==> src/rtl/midi_msg_parser.sv <==
// MIDI channel-voice message parser: assembles status/data bytes with running
// status, ignores real-time bytes, and presents each message on a held valid/ready register.
module midi_msg_parser #(
  parameter bit         OMNI        = 1'b1,
  parameter logic [3:0] CHANNEL     = 4'd0,
  parameter bit         VEL0_AS_OFF = 1'b1
) (
  input  logic       clk,
  input  logic       rst,
  input  logic [7:0] byte_in,
  input  logic       byte_in_valid,
  output logic       msg_valid,
  input  logic       msg_ready,
  output logic [2:0] msg_type,
  output logic [3:0] msg_chan,
  output logic [6:0] msg_data1,
  output logic [6:0] msg_data2,
  output logic [7:0] drop_cnt
);

  // Handshake: a message transfers on any cycle where msg_valid & msg_ready;
  // while msg_valid & ~msg_ready the message outputs hold their values.

  typedef enum logic [1:0] {
    IDLE    = 2'd0,
    WAIT_D1 = 2'd1,
    WAIT_D2 = 2'd2
  } state_t;

  state_t     state_q, state_d;
  logic [7:0] run_q, run_d;
  logic [6:0] d1_q, d1_d;

  logic       is_rt;
  logic       two_bytes;
  logic       done;
  logic [6:0] done_d1;
  logic [6:0] done_d2;
  logic [2:0] done_type;
  logic       emit;

  assign is_rt     = (byte_in[7:3] == 5'b11111);
  // Program Change (0xC) and Channel Aftertouch (0xD) carry a single data byte.
  assign two_bytes = !((run_q[6:4] == 3'd4) || (run_q[6:4] == 3'd5));

  always_comb begin
    state_d = state_q;
    run_d   = run_q;
    d1_d    = d1_q;
    done    = 1'b0;
    done_d1 = 7'd0;
    done_d2 = 7'd0;
    if (byte_in_valid && !is_rt) begin
      if (byte_in[7]) begin
        if (byte_in[7:4] != 4'hF) begin
          run_d   = byte_in;
          state_d = WAIT_D1;
        end else begin
          run_d   = 8'd0;
          state_d = IDLE;
        end
      end else begin
        case (state_q)
          IDLE: ;
          WAIT_D1: begin
            d1_d = byte_in[6:0];
            if (two_bytes) begin
              state_d = WAIT_D2;
            end else begin
              done    = 1'b1;
              done_d1 = byte_in[6:0];
            end
          end
          WAIT_D2: begin
            done    = 1'b1;
            done_d1 = d1_q;
            done_d2 = byte_in[6:0];
            state_d = WAIT_D1;
          end
          default: state_d = IDLE;
        endcase
      end
    end
  end

  always_comb begin
    done_type = run_q[6:4];
    if (VEL0_AS_OFF && (run_q[6:4] == 3'd1) && (done_d2 == 7'd0)) begin
      done_type = 3'd0;
    end
    emit = done && (OMNI || (run_q[3:0] == CHANNEL));
  end

  always_ff @(posedge clk) begin
    if (rst) begin
      state_q <= IDLE;
      run_q   <= 8'd0;
      d1_q    <= 7'd0;
    end else begin
      state_q <= state_d;
      run_q   <= run_d;
      d1_q    <= d1_d;
    end
  end

  always_ff @(posedge clk) begin
    if (rst) begin
      msg_valid <= 1'b0;
      msg_type  <= 3'd0;
      msg_chan  <= 4'd0;
      msg_data1 <= 7'd0;
      msg_data2 <= 7'd0;
      drop_cnt  <= 8'd0;
    end else if (emit) begin
      // A transfer in the same cycle frees the register, so no bubble.
      if (!msg_valid || msg_ready) begin
        msg_valid <= 1'b1;
        msg_type  <= done_type;
        msg_chan  <= run_q[3:0];
        msg_data1 <= done_d1;
        msg_data2 <= done_d2;
      end else if (drop_cnt != 8'hFF) begin
        drop_cnt <= drop_cnt + 8'd1;
      end
    end else if (msg_valid && msg_ready) begin
      msg_valid <= 1'b0;
    end
  end

endmodule
==> config.mk <==
export PLATFORM = sky130hd
export DESIGN_NAME = midi_msg_parser
export DESIGN_NICKNAME = d
export VERILOG_FILES = /design/src/rtl/midi_msg_parser.sv
export SDC_FILE = /design/constraint.sdc
export NUM_CORES = 1
export LEC_CHECK = 0
export CAP_MARGIN = 20
export CORE_MARGIN = 1
export CORE_UTILIZATION = 54
export DETAILED_ROUTE_END_ITERATION = 8
export GPL_TIMING_DRIVEN = 1
export PLACE_DENSITY_LB_ADDON = 0.15
export SLEW_MARGIN = 20
export SYNTH_ARGS = -nofsm -noshare
export SYNTH_HDL_FRONTEND = slang
export SYNTH_SLANG_ARGS = --single-unit
==> constraint.sdc <==
create_clock -name clk -period 3.7 [get_ports clk]
set_input_delay 0.74 -clock clk [delete_from_list [all_inputs] [get_ports clk]]
set_output_delay 0.74 -clock clk [all_outputs]
set_load 0.02 [all_outputs]
# Word-level counts from Yosys, hierarchy flattened
# Index checks and enable logic that the tools add are counted.
[totals]
register_bits = 46
latchBits = 0
ramBits = 0
rom_bits = 0
inputBits = 12
output_inout_bits = 30
word_cells = 59
memories = 0
[classes]
addsub = 1
n_mul = 0
div = 0
magnitude_cmp = 0
eq_ne = 11
n_shift = 0
muxes = 20
bitwise = 2
n_reduce_logical = 16
[ops]
columns = ["op", "count"]
rows = [
  ["$mux W7", 7],
  ["$pmux W7 S2", 1],
  ["$reduce_and A3 Y1", 3],
  ["$add A8 B1 Y8 const B", 1],
  ["$ne A8 B8 Y1 const B", 1],
  ["$logic_not A7 Y1", 1],
  ["$mux W1", 7],
  ["$eq A3 B3 Y1 const B", 2],
  ["$pmux W2 S3", 1],
  ["$reduce_and A2 Y1", 3],
  ["$eq A5 B5 Y1 const B", 1],
  ["$mux W2", 2],
  ["$ne A4 B4 Y1 const B", 1],
  ["$eq A3 B1 Y1 const B", 1],
  ["$logic_and A1 B1 Y1", 3],
  ["$mux W3", 1],
  ["$ne A3 B3 Y1 const B", 1],
  ["$eq A2 B1 Y1 const B", 1],
  ["$eq A2 B2 Y1 const B", 1],
  ["$logic_not A1 Y1", 2],
  ["$logic_not A2 Y1", 1],
  ["$logic_or A1 B1 Y1", 2],
  ["$ne A2 B1 Y1 const B", 1],
  ["$ne A2 B2 Y1 const B", 1],
  ["3 further kinds", 4],
]

# Logic depth before layout (Yosys ltp)
[logic_depth]
ltp_word = 8
mapped_depth = 8
depth_no_buf = 6

# Worst setup path after synthesis
# Ideal clock, no wire load.
[synth_path]
kind = "input-to-reg"
start = "input byte_in[7]"
end = "register drop_cnt[6]"
setup_time_ns = 0.121
t_arrival_ns = 1.715
t_required_ns = 3.579
slack_ns = 1.865
path_stages = 4
path_buffers = 0
path_cell_list = "and3b_1 o21ai_2 nor4_1 mux2_2"
[synth_between]
elab_chain_len = 5
word_cells_on_any_way = 6
cone_classes = "eq/ne: 1; mux: 2; reduce/logical: 3"
[synth_lines]
columns = ["element", "line_no", "text"]
rows = [
  ["start, declared", "10", "input logic [7:0] byte_in,"],
  ["$eq A5 B5 Y1", "42", "assign is_rt = (byte_in[7:3] == 5'b11111);"],
  ["$logic_not A1 Y1", "53", "if (byte_in_valid && !is_rt) begin"],
  ["$logic_and A1 B1 Y1", "53", ""],
  ["$mux W1 (*)", "53", ""],
  ["$reduce_and A3 Y1 (no source line) (*)", "--", ""],
  ["end signal, assigned", "123", "drop_cnt <= drop_cnt + 8'd1;"],
  ["end, declared", "18", "output logic [7:0] drop_cnt"],
]
# Every way passes the cells marked *; elsewhere a longest branch is shown, timed or not.
# A chain may end at the register's enable or synchronous reset.

# Worst setup path after layout
[layout_path]
start = "input byte_in[7]"
end = "register msg_data1[0]"
[layout_between]
elab_chain_len = 5
word_cells_on_any_way = 8
cone_classes = "eq/ne: 1; mux: 4; reduce/logical: 3"
[layout_lines]
columns = ["element", "line_no", "text"]
rows = [
  ["$eq A5 B5 Y1", "42", ""],
  ["$logic_not A1 Y1", "53", ""],
  ["$logic_and A1 B1 Y1", "53", ""],
  ["$mux W1", "53", ""],
  ["$reduce_and A2 Y1 (no source line)", "--", ""],
  ["end signal, assigned", "120", "msg_data1 <= done_d1;"],
  ["end, declared", "16", "output logic [6:0] msg_data1,"],
]
# Several ways; a longest one is shown, not always the timed one.

==> flow_summary.yaml <==
outcome:
  status: "completed"
logic_synthesis:
  ys_seq_area_share_pct: 45.3
  yosysTopAreaCellShare_pct: 45.3
  synth_area_sq_um: 2030
  synth_cell_types: 41
  syn_area_per_cell_sq_um: 8.55
  ys_warn_count: 0
  synth_cells: 238
  syn-num-nets: 256
  synthTopCellsByArea: "dfxtp_1, a21oi_1, nand2_1"
  yosys.area.top_type: "dfxtp_1"
  ys_seq_elements: 46
run:
  max_cap_violations: 0
cts:
  cts-root-buf: "clkbuf_8"
  ctsHoldBuffers: 0
  clk_latency_ns: 0.30
  clkTransAtPathRegs_ns: 0.08
  cts_setup_buffers: 0
  clockBufferDepth: 2
  cts_buffers: 5
  numClockSinks: 46
  cts_resized: 0
  cts_tree: "done"
  htree_levels: 2
final_layout:
  drive_above_1_share_pct: 3.70
  n_antenna_cell: 0
  final_nets: 287
  area_growth_syn_to_layout_pct: 24.4
setup_path:
  path_class: "input port to flop"
  worstPathMaxFanout: 22
  crit_path_start_kind: "input port"
  required_ns: 3.88
  arrival_ns: 2.71
  cp-end-kind: "flop"
route:
  ant_nets: 0
  drtIter0Drc: 140
  routed_wl_microns: 4690
  met1_length_microns: 2090
  highest_layer: "met4"
  wl_per_cell_microns: 14.8
  wl_met3_microns: 303
  wl_met2_microns: 2230
  post-route-drc-count: 0
  vias_per_cell: 5.87
  first_pass_iters: 4
  num_vias: 1854
floorplan:
  start_util_pct: 58.7
  rows: 21
  ios: 42
  fp.dieH_microns: 63.4
  die_area_sq_um: 4020
  coreArea_sq_um: 3470
  dieWidth_microns: 63.4
global_routing:
  grt_pass1_vias: 1566
  grt_overflow: 0
  grt_start_max_net_pins: 37
  antenna_found_initial: 0
  track_usage_pct: 25.0
  grt_pass1_wl_microns: 7730
timing:
  rsz0062_at_grt: "false"
  min_period_over_period_pct: 68.5
  final-hold-violation-count: 0
  period_needed_ns: 2.53
  slew_headroom_pct: 34.6
  tightest_slew_ns: 0.978
  finalSetupViolations: 0
  final-max-slew-violation-count: 0
  max_freq_mhz: 395
  fin_setup_tns_ns: 0
  finClkSkew_ns: 0.00714
power_and_ir_drop:
  power_switching_uw: 196
  p_total_uw: 919
  cellLeakagePower_uw: 0.000918
  comb_power_share_pct: 5.8
  clockPowerShare_pct: 39.4
  internal_power_uw: 723
  ir_drop_v: 0.000314
  pwr_density_cell_nw_per_um2: 363
  seq_power_share_pct: 54.8
  swShare_pct: 21.3
place:
  io_buffers: 41
  dp_hpwl_microns: 3100
  gp_congestion: 0.872
min_path:
  hold_class: "flop to flop"
-- power groups by stage --
stage | logic (uW) | clock network [uW] | registers [uW]
finish | 53.3 | 362 | 504
CTS | 52.4 | 365 | 504
global placement | 51.6 | 0 | 515
floorplan | 29.2 | 0 | 514
detailed placement | 51.8 | 0 | 515
global route | 57.8 | 384 | 504
-- per-stage QoR --
step	cells	setup slack (ns)	hold WS, ns	instance area, sq um	utilization, %
after global routing	316	1.02	0.470	2530	73.0
after CTS	316	1.21	0.456	2530	73.0
after detailed placement	308	0.895	0.446	2420	69.9
after floorplan	238	1.86	0.432	2030	-
final	316	1.17	0.454	2530	73.0
after global placement	308	0.977	0.439	2420	69.9
-- cells in the mapped netlist (all sizes together) --
master / instances
a211o: 1
and2: 1
and4: 1
o31ai: 4
nand4: 9
and3b: 3
mux2i: 8
nor4: 2
nor2b: 2
nand2b: 1
nand3b: 1
mux2: 2
o2111ai: 1
a32o: 1
clkbuf: 10
nor3: 7
a221oi: 5
dfxtp: 46
nor2: 18
or4: 3
ha: 6
nor4bb: 1
nand3: 8
o211ai: 3
buf: 8
o21ai: 5
or3: 3
and4b: 1
and3: 1
inv: 4
a21oi: 30
a22oi: 1
o211a: 1
nand2: 37
a21o: 1
a22o: 2
-- worst max-delay path, stage by stage --
cell and delay (ns):
clkdlybuf4s50_1 0.64, and3b_1 0.39, o211ai_2 0.42, a221oi_1 0.43, nor3_1 0.08
-- sequential cells by signal (all words and copies together), names as in the netlist --
name and cells:
drop_cnt 8, d1_q 7, msg_data1 7, msg_data2 7
run_q 7, msg_chan 4, msg_type 3, state_q 2
msg_valid 1
-- area by class of cell --
cell class | instances | area [sq um]
clock buffer | 7 | 76.3
clock inverter | 1 | 30.0
fill | 291 | 937
inverter | 4 | 15.0
multi-input combinational | 170 | 1010
sequential | 46 | 921
tap | 46 | 57.6
timing repair buffer | 42 | 418
-- cell families (layout without fill, tap and decap cells) --
kind of cell               count (synthesis)  count (layout)  share of synthesized area, %
buffers and inverters                     22              54                          4.92
adders and majority gates                  6               6                          3.69
DFF                                       46              46                          45.3
and+or+nand+nor                           99              99                          23.9
muxes                                     10              10                          5.04
AOI/OAI and AO/OA                         55              55                          17.2
-- cell usage in the layout, fill, tap and decap left out, drive strengths merged, types with 2 or more instances in the layout --
| cell type | n |
|---|---|
| dfxtp | 46 |
| clkdlybuf4s50 | 41 |
| nand2 | 37 |
| a21oi | 30 |
| nor2 | 18 |
| nand4 | 9 |
| mux2i | 8 |
| nand3 | 8 |
| nor3 | 7 |
| clkbuf | 7 |
| ha | 6 |
| a221oi | 5 |
| o21ai | 5 |
| inv | 4 |
| o31ai | 4 |
| and3b | 3 |
| or4 | 3 |
| or3 | 3 |
| o211ai | 3 |
| nor4 | 2 |
| nor2b | 2 |
| a22o | 2 |
| mux2 | 2 |
-- final timing paths --
kind                              startpoint            to  slack (ns)  cells after the start
worst min-delay path            msg_data2[6]  msg_data2[6]        0.45                      2
worst max-delay path              byte_in[7]  msg_data1[0]        1.17                      5
worst min register to register  msg_data2[6]  msg_data2[6]        0.45                      2
worst max register to register    state_q[1]  msg_data1[0]        1.45                      6
-- layer usage --
metal	vias to the layer above	GRT usage, %
met5	-	0
met4	0	9.09
met3	5	5.98
met2	66	37.6
met1	866	34.6
li1	917	-
(Power assumes the default switching activity.)
